## config.mk

```make
export PLATFORM = sky130hd
export DESIGN_NAME = alu_share_arbiter
export DESIGN_NICKNAME = d
export VERILOG_FILES = /design/src/rtl/alu_share_arbiter_pkg.sv /design/src/rtl/alu_share_arbiter_rr_arbiter.sv /design/src/rtl/alu_share_arbiter.sv
export SDC_FILE = /design/constraint.sdc
export NUM_CORES = 1
export LEC_CHECK = 0
export ABC_AREA = 1
export BUFFER_PORTS_ARGS = -buffer_cell sky130_fd_sc_hd__buf_2
export CAP_MARGIN = 10
export CORE_AREA = 2 2 165 167
export CTS_CLUSTER_DIAMETER = 80
export DETAILED_ROUTE_END_ITERATION = 10
export DIE_AREA = 0 0 167 169
export GPL_TIMING_DRIVEN = 0
export SLEW_MARGIN = 15
export SYNTH_ARGS = -nofsm -noshare
export SYNTH_HDL_FRONTEND = slang
export SYNTH_HIERARCHICAL = 1
export SYNTH_SLANG_ARGS = --single-unit
```

## constraint.sdc

```tcl
create_clock -name clk -period 2.25 [get_ports clk]
set_input_delay 0.225 -clock clk [delete_from_list [all_inputs] [get_ports clk]]
set_output_delay 0.225 -clock clk [all_outputs]
set_load 0.05 [all_outputs]
```

## src/rtl/alu_share_arbiter_pkg.sv

```systemverilog
// Shared definitions for the ALU sharing arbiter: ALU control codes, flag
// bit positions and the sequencer state encoding.
package alu_pkg;

    localparam logic [3:0] ALU_ADD    = 4'b0000;
    localparam logic [3:0] ALU_SUB    = 4'b0001;
    localparam logic [3:0] ALU_AND    = 4'b0010;
    localparam logic [3:0] ALU_OR     = 4'b0011;
    localparam logic [3:0] ALU_XOR    = 4'b0100;
    localparam logic [3:0] ALU_SLT    = 4'b0101;
    localparam logic [3:0] ALU_SLTU   = 4'b0110;
    localparam logic [3:0] ALU_SLL    = 4'b1010;
    localparam logic [3:0] ALU_SRL    = 4'b1011;
    localparam logic [3:0] ALU_SRA    = 4'b1100;
    localparam logic [3:0] ALU_OP_MAX = 4'b1100;

    localparam int FLAG_ZERO    = 0;
    localparam int FLAG_CARRY   = 1;
    localparam int FLAG_REFEREE = 2;

    typedef enum logic [1:0] {
        ST_IDLE = 2'd0,
        ST_EXEC = 2'd1,
        ST_RESP = 2'd2
    } state_t;

    function automatic logic op_unsupported(input logic [3:0] op);
        return op > ALU_OP_MAX;
    endfunction

endpackage

```

## src/rtl/alu_share_arbiter_rr_arbiter.sv

```systemverilog
// Combinational rotating-priority arbiter: the first valid requester at or
// after ptr (wrapping) wins.
module rr_arbiter #(
    parameter int NUM_REQ = 4,
    parameter int ID_W    = 2
) (
    input  logic [NUM_REQ-1:0] valid,
    input  logic [ID_W-1:0]    ptr,
    output logic [ID_W-1:0]    grant_idx,
    output logic [NUM_REQ-1:0] grant_oh,
    output logic               any
);

    always_comb begin
        grant_idx = '0;
        grant_oh  = '0;
        any       = 1'b0;
        // Walk from the farthest offset down so the nearest valid one overwrites last.
        for (int k = NUM_REQ - 1; k >= 0; k--) begin
            if (valid[(int'(ptr) + k) % NUM_REQ]) begin
                grant_idx = ID_W'((int'(ptr) + k) % NUM_REQ);
                grant_oh  = '0;
                grant_oh[(int'(ptr) + k) % NUM_REQ] = 1'b1;
                any       = 1'b1;
            end
        end
    end

endmodule

```

## src/rtl/alu_share_arbiter.sv

```systemverilog
// Shares one combinational ALU among NUM_REQ requesters: accept one op, present
// it to the ALU for a cycle, then hold the tagged result until it is taken.
module alu_share_arbiter
    import alu_pkg::*;
#(
    parameter int NUM_REQ = 4,
    parameter int DATA_W  = 32,
    parameter int ID_W    = 2
) (
    input  logic                      clk,
    input  logic                      rst_n,
    input  logic [NUM_REQ-1:0]        req_valid,
    output logic [NUM_REQ-1:0]        req_ready,
    input  logic [NUM_REQ*DATA_W-1:0] req_a,
    input  logic [NUM_REQ*DATA_W-1:0] req_b,
    input  logic [NUM_REQ*4-1:0]      req_op,
    output logic [DATA_W-1:0]         alu_a,
    output logic [DATA_W-1:0]         alu_b,
    output logic [3:0]                alu_control,
    input  logic [DATA_W-1:0]         alu_result,
    input  logic                      alu_zero,
    input  logic                      alu_carry,
    input  logic                      alu_referee,
    output logic                      rsp_valid,
    input  logic                      rsp_ready,
    output logic [ID_W-1:0]           rsp_id,
    output logic [DATA_W-1:0]         rsp_result,
    output logic [2:0]                rsp_flags,
    output logic                      rsp_err
);

    state_t             state;
    logic [ID_W-1:0]    rr_ptr;
    logic [ID_W-1:0]    id_q;
    logic [ID_W-1:0]    grant_idx;
    logic [NUM_REQ-1:0] grant_oh;
    logic               grant_any;

    rr_arbiter #(
        .NUM_REQ (NUM_REQ),
        .ID_W    (ID_W)
    ) u_rr (
        .valid     (req_valid),
        .ptr       (rr_ptr),
        .grant_idx (grant_idx),
        .grant_oh  (grant_oh),
        .any       (grant_any)
    );

    assign req_ready = (state == ST_IDLE && grant_any) ? grant_oh : '0;
    assign rsp_id    = id_q;

    always_ff @(posedge clk or negedge rst_n) begin
        if (!rst_n) begin
            state       <= ST_IDLE;
            rr_ptr      <= '0;
            id_q        <= '0;
            alu_a       <= '0;
            alu_b       <= '0;
            alu_control <= '0;
            rsp_valid   <= 1'b0;
            rsp_result  <= '0;
            rsp_flags   <= '0;
            rsp_err     <= 1'b0;
        end else begin
            case (state)
                ST_IDLE: begin
                    if (grant_any) begin
                        alu_a       <= req_a[grant_idx*DATA_W +: DATA_W];
                        alu_b       <= req_b[grant_idx*DATA_W +: DATA_W];
                        alu_control <= req_op[grant_idx*4 +: 4];
                        id_q        <= grant_idx;
                        state       <= ST_EXEC;
                    end
                end
                ST_EXEC: begin
                    rsp_result              <= alu_result;
                    rsp_flags[FLAG_ZERO]    <= alu_zero;
                    rsp_flags[FLAG_CARRY]   <= alu_carry;
                    rsp_flags[FLAG_REFEREE] <= alu_referee;
                    rsp_err                 <= op_unsupported(alu_control);
                    rsp_valid               <= 1'b1;
                    state                   <= ST_RESP;
                end
                ST_RESP: begin
                    // Priority rotates past the owner only once its result is consumed.
                    if (rsp_ready) begin
                        rsp_valid <= 1'b0;
                        rr_ptr    <= (id_q == ID_W'(NUM_REQ - 1)) ? '0 : id_q + 1'b1;
                        state     <= ST_IDLE;
                    end
                end
                default: state <= ST_IDLE;
            endcase
        end
    end

endmodule

```

==> qor.csv <==
stage,metric,value,unit
clock_tree,CTS tree,yes,
run,max-cap violations,0,
clock_tree,clock sinks,111,
min_path,worst hold path type,in2reg,
floorplan,die width,167,um
floorplan,die area,28200,sq um
placement,"worst slack, placed",-0.525,ns
drt,total wire length,31700,um
timing,Rel. slew slack,65.9,%
drt,Vias per Instance,4.45,
cells_and_area,nets@finish,2017,
cells_and_area,FILL cells,2873,
placement,gpl congestion,0.933,
synthesis,ranking of synthesized cells by area,"dfrtp_1 37%, nand2_1 34%, nand3_1 10%",
setup_path,crit path DAT,2.55,ns
min_path,WHS Path Cells,3,
timing,setup slack after layout,-0.00686,ns
setup_path,Top delay family on crit path,buffers and inverters,
drt,WL/cell,15.5,um
timing,Final setup viols,6,
clock_tree,number of clock buffers inserted by TritonCTS,9,
global_routing,vias in the first global route,8651,
setup_path,Slowest cell on crit path,dfrtp_2,
floorplan,Placeable Area,26500,sq um
setup_path,crit path from,rr_ptr[0]$_DFFE_PN0P_,
setup_path,Critical Path Start Type,flop,
setup_path,Critical Path RT,2.55,ns
drt,Final ANT Viol Nets,0,
outcome,status,finished with violations,
timing,Tcrit/Tclk final,100,%
cells_and_area,layout cells sized above 1,34.7,%
timing,number of failing hold endpoints at the final stage,0,
synthesis,mapped cell area,7540,sq um
timing,clk_skew,0.0128,ns
clock_tree,Clock H-tree levels,3,
synthesis,Mapped Avg Cell Area,6.10,sq um
global_routing,first-pass GRT wire length,47400,um
synthesis,synthesized instance count,1236,
floorplan,Starting Density,28.5,%
timing,Max Freq,443,MHz
timing,Fin Setup TNS,-0.0287,ns
setup_path,worst r2r path cells,17,
setup_path,highest net fanout along the worst path,10,
setup_path,CP Class,reg2reg,
setup_path,Most common cell on crit path,nand2_1,
clock_tree,CTS root buffer,clkbuf_16,
synthesis,synth warn,6,
floorplan,IO Pins,425,
drt,Starting DRT DRC Count,538,
timing,Slew Limit Fails,0,
synthesis,post-synth top area cell,dfrtp_1,
setup_path,Critical Path Max Stage Delay,0.45,ns
setup_path,FF-to-FF setup slack,-0.007,ns
timing,fin crit period,2.26,ns
global_routing,GR Overflow Total,0,
floorplan,Die Y-Extent,169,um
placement,dpl hpwl,24500,um
clock_tree,"Reg clk slew, reported paths",0.10,ns
drt,via count,9073,
setup_path,CP Buf/Inv Count,6,
timing,Worst-Margin Slew,0.511,ns
cells_and_area,post-route insts no fill,2041,
synthesis,area share of the largest cell type after synthesis,36.8,%
clock_tree,clock latency on the worst-skew pair,0.37,ns
drt,residual DRC count,0,
timing,WHS,0.0524,ns
cells_and_area,"Area growth, synth to finish",49.1,%
synthesis,sequential area share after synthesis,36.8,%
setup_path,R2R Path Start,rr_ptr[0]$_DFFE_PN0P_,
global_routing,pin count of the biggest net entering global routing,64,
setup_path,critical path capture point type,flop,
drt,Pre-antenna DRT Iters,5,
outcome,failing checks,setup timing,
synthesis,Mapped Nets,1559,
placement,Post-Place Cells,2002,
synthesis,"Distinct cells, synth",23,
setup_path,"critical path, cell by cell",inv_6 -> ha_4 -> inv_4 -> nand3_4 -> nand2_4 -> inv_4 -> a21oi_4 -> nand2_2 -> o21ai_4 -> inv_4 -> clkbuf_16 -> buf_6 -> nand2_1 -> nand3_1 -> nand2_1 -> nand2_1 -> nand2_1,
setup_path,CP Capture Point,alu_b[29]$_DFFE_PN0P_,
clock_tree,Bufs on Longest Clock Path,2,
synthesis,register bit total from synthesis,111,
setup_path,worst r2r dst,alu_b[29]$_DFFE_PN0P_,
setup_path,number of cells on the critical path,17,
global_routing,gr usage total,21.5,%
placement,Port-buffer cells,424,
floorplan,Rows,60,
timing,RSZ-0062 raised after global routing,yes,
global_routing,antenna violations before repair,2,
==> stage by stage <==
stage	util (%)	area, sq um
after floorplan	-	7590
after global placement	38.2	10100
after detailed placement	38.4	10200
after CTS	40.9	10800
after global routing	42.4	11200
final	42.4	11200
==> placed cells by master, fill, tap and decap left out, types with 6 or more instances in the layout <==
cell type    n
clkbuf_16   15
nand2_1    660
inv_4        6
inv_1      165
nand2_2     17
buf_8       14
dfrtp_1    109
nor2_4       7
nand3_2      9
nand3_1    145
inv_2        6
buf_4       27
buf_12       6
buf_6       16
buf_2      437
ha_1         8
==> final cells by class <==
type | instances | area, sq um | share of cell area, %
multi-input combinational | 881 | 3870 | 34.5
sequential | 111 | 2780 | 24.7
timing repair buffer | 448 | 2510 | 22.3
inverter | 178 | 688 | 6.12
buffer | 65 | 649 | 5.78
tap | 341 | 427 | 3.80
clock buffer | 9 | 225 | 2.00
clock inverter | 7 | 86.3 | 0.768
antenna | 1 | 2.50 | 0.0223
==> worst reg2reg max path: cells and delay by family, from the launching register on <==
kind | cells | cell delay, ns
buf+inv | 6 | 0.64
simple gates | 8 | 0.58
flops | 1 | 0.45
compound gates | 2 | 0.31
fa+ha+maj | 1 | 0.22
==> layer usage <==
metal	part of all wire, %	global-route usage, %	up-vias
met5	0.041	0	-
met4	2.3	5.66	2
met3	4.9	3.30	51
met2	49	37.4	299
met1	44	27.9	4138
li1	-	-	4583
==> cell families (layout without fill, tap and decap cells) <==
group                      after synthesis  in the layout  synth area share, %
AOI/OAI and AO/OA                       14             14                 1.08
adders and majority gates                9              9                 1.49
buffers and inverters                  244            707                 14.1
DFF                                    111            111                 36.8
other                                    0              1                    0
and+or+nand+nor                        858            858                 46.5
==> state kept, by name, indices dropped and copies added (netlist names) <==
register / count
rsp_id: 2
rsp_flags: 3
rsp_valid: 1
alu_control: 4
alu_a: 32
state: 2
rsp_result: 32
rsp_err: 1
rr_ptr: 2
alu_b: 32
==> how the worst min path moves through the flow <==
stage / start / endpoint
floorplan: rst_n / alu_a[0]$_DFFE_PN0P_
global placement: alu_result[24] / rsp_result[24]$_DFFE_PN0P_
detailed placement: rst_n / rsp_result[23]$_DFFE_PN0P_
CTS: alu_result[24] / rsp_result[24]$_DFFE_PN0P_
global route: alu_result[0] / rsp_result[0]$_DFFE_PN0P_
finish: alu_result[24] / rsp_result[24]$_DFFE_PN0P_
==> Yosys cell counts (all sizes together) <==
library cell  number
nand2            680
inv              178
nand3            157
dfrtp            111
buf               64
nor2              16
ha                 9
o21ai              8
a21oi              6
or2                5
clkbuf             2
==> what timing repair did <==
action,in CTS,in global routing
gates resized for setup,69,68
endpoints found under the hold margin,48,0
pin swaps,14,18
setup buffers,13,1
hold buffers,1,0
gates cloned,2,6
endpoints found under the setup margin,74,73
Power is left out: the tool's default activity adds up to more than one toggle a clock period on the data nets, which glitch-free logic cannot reach.
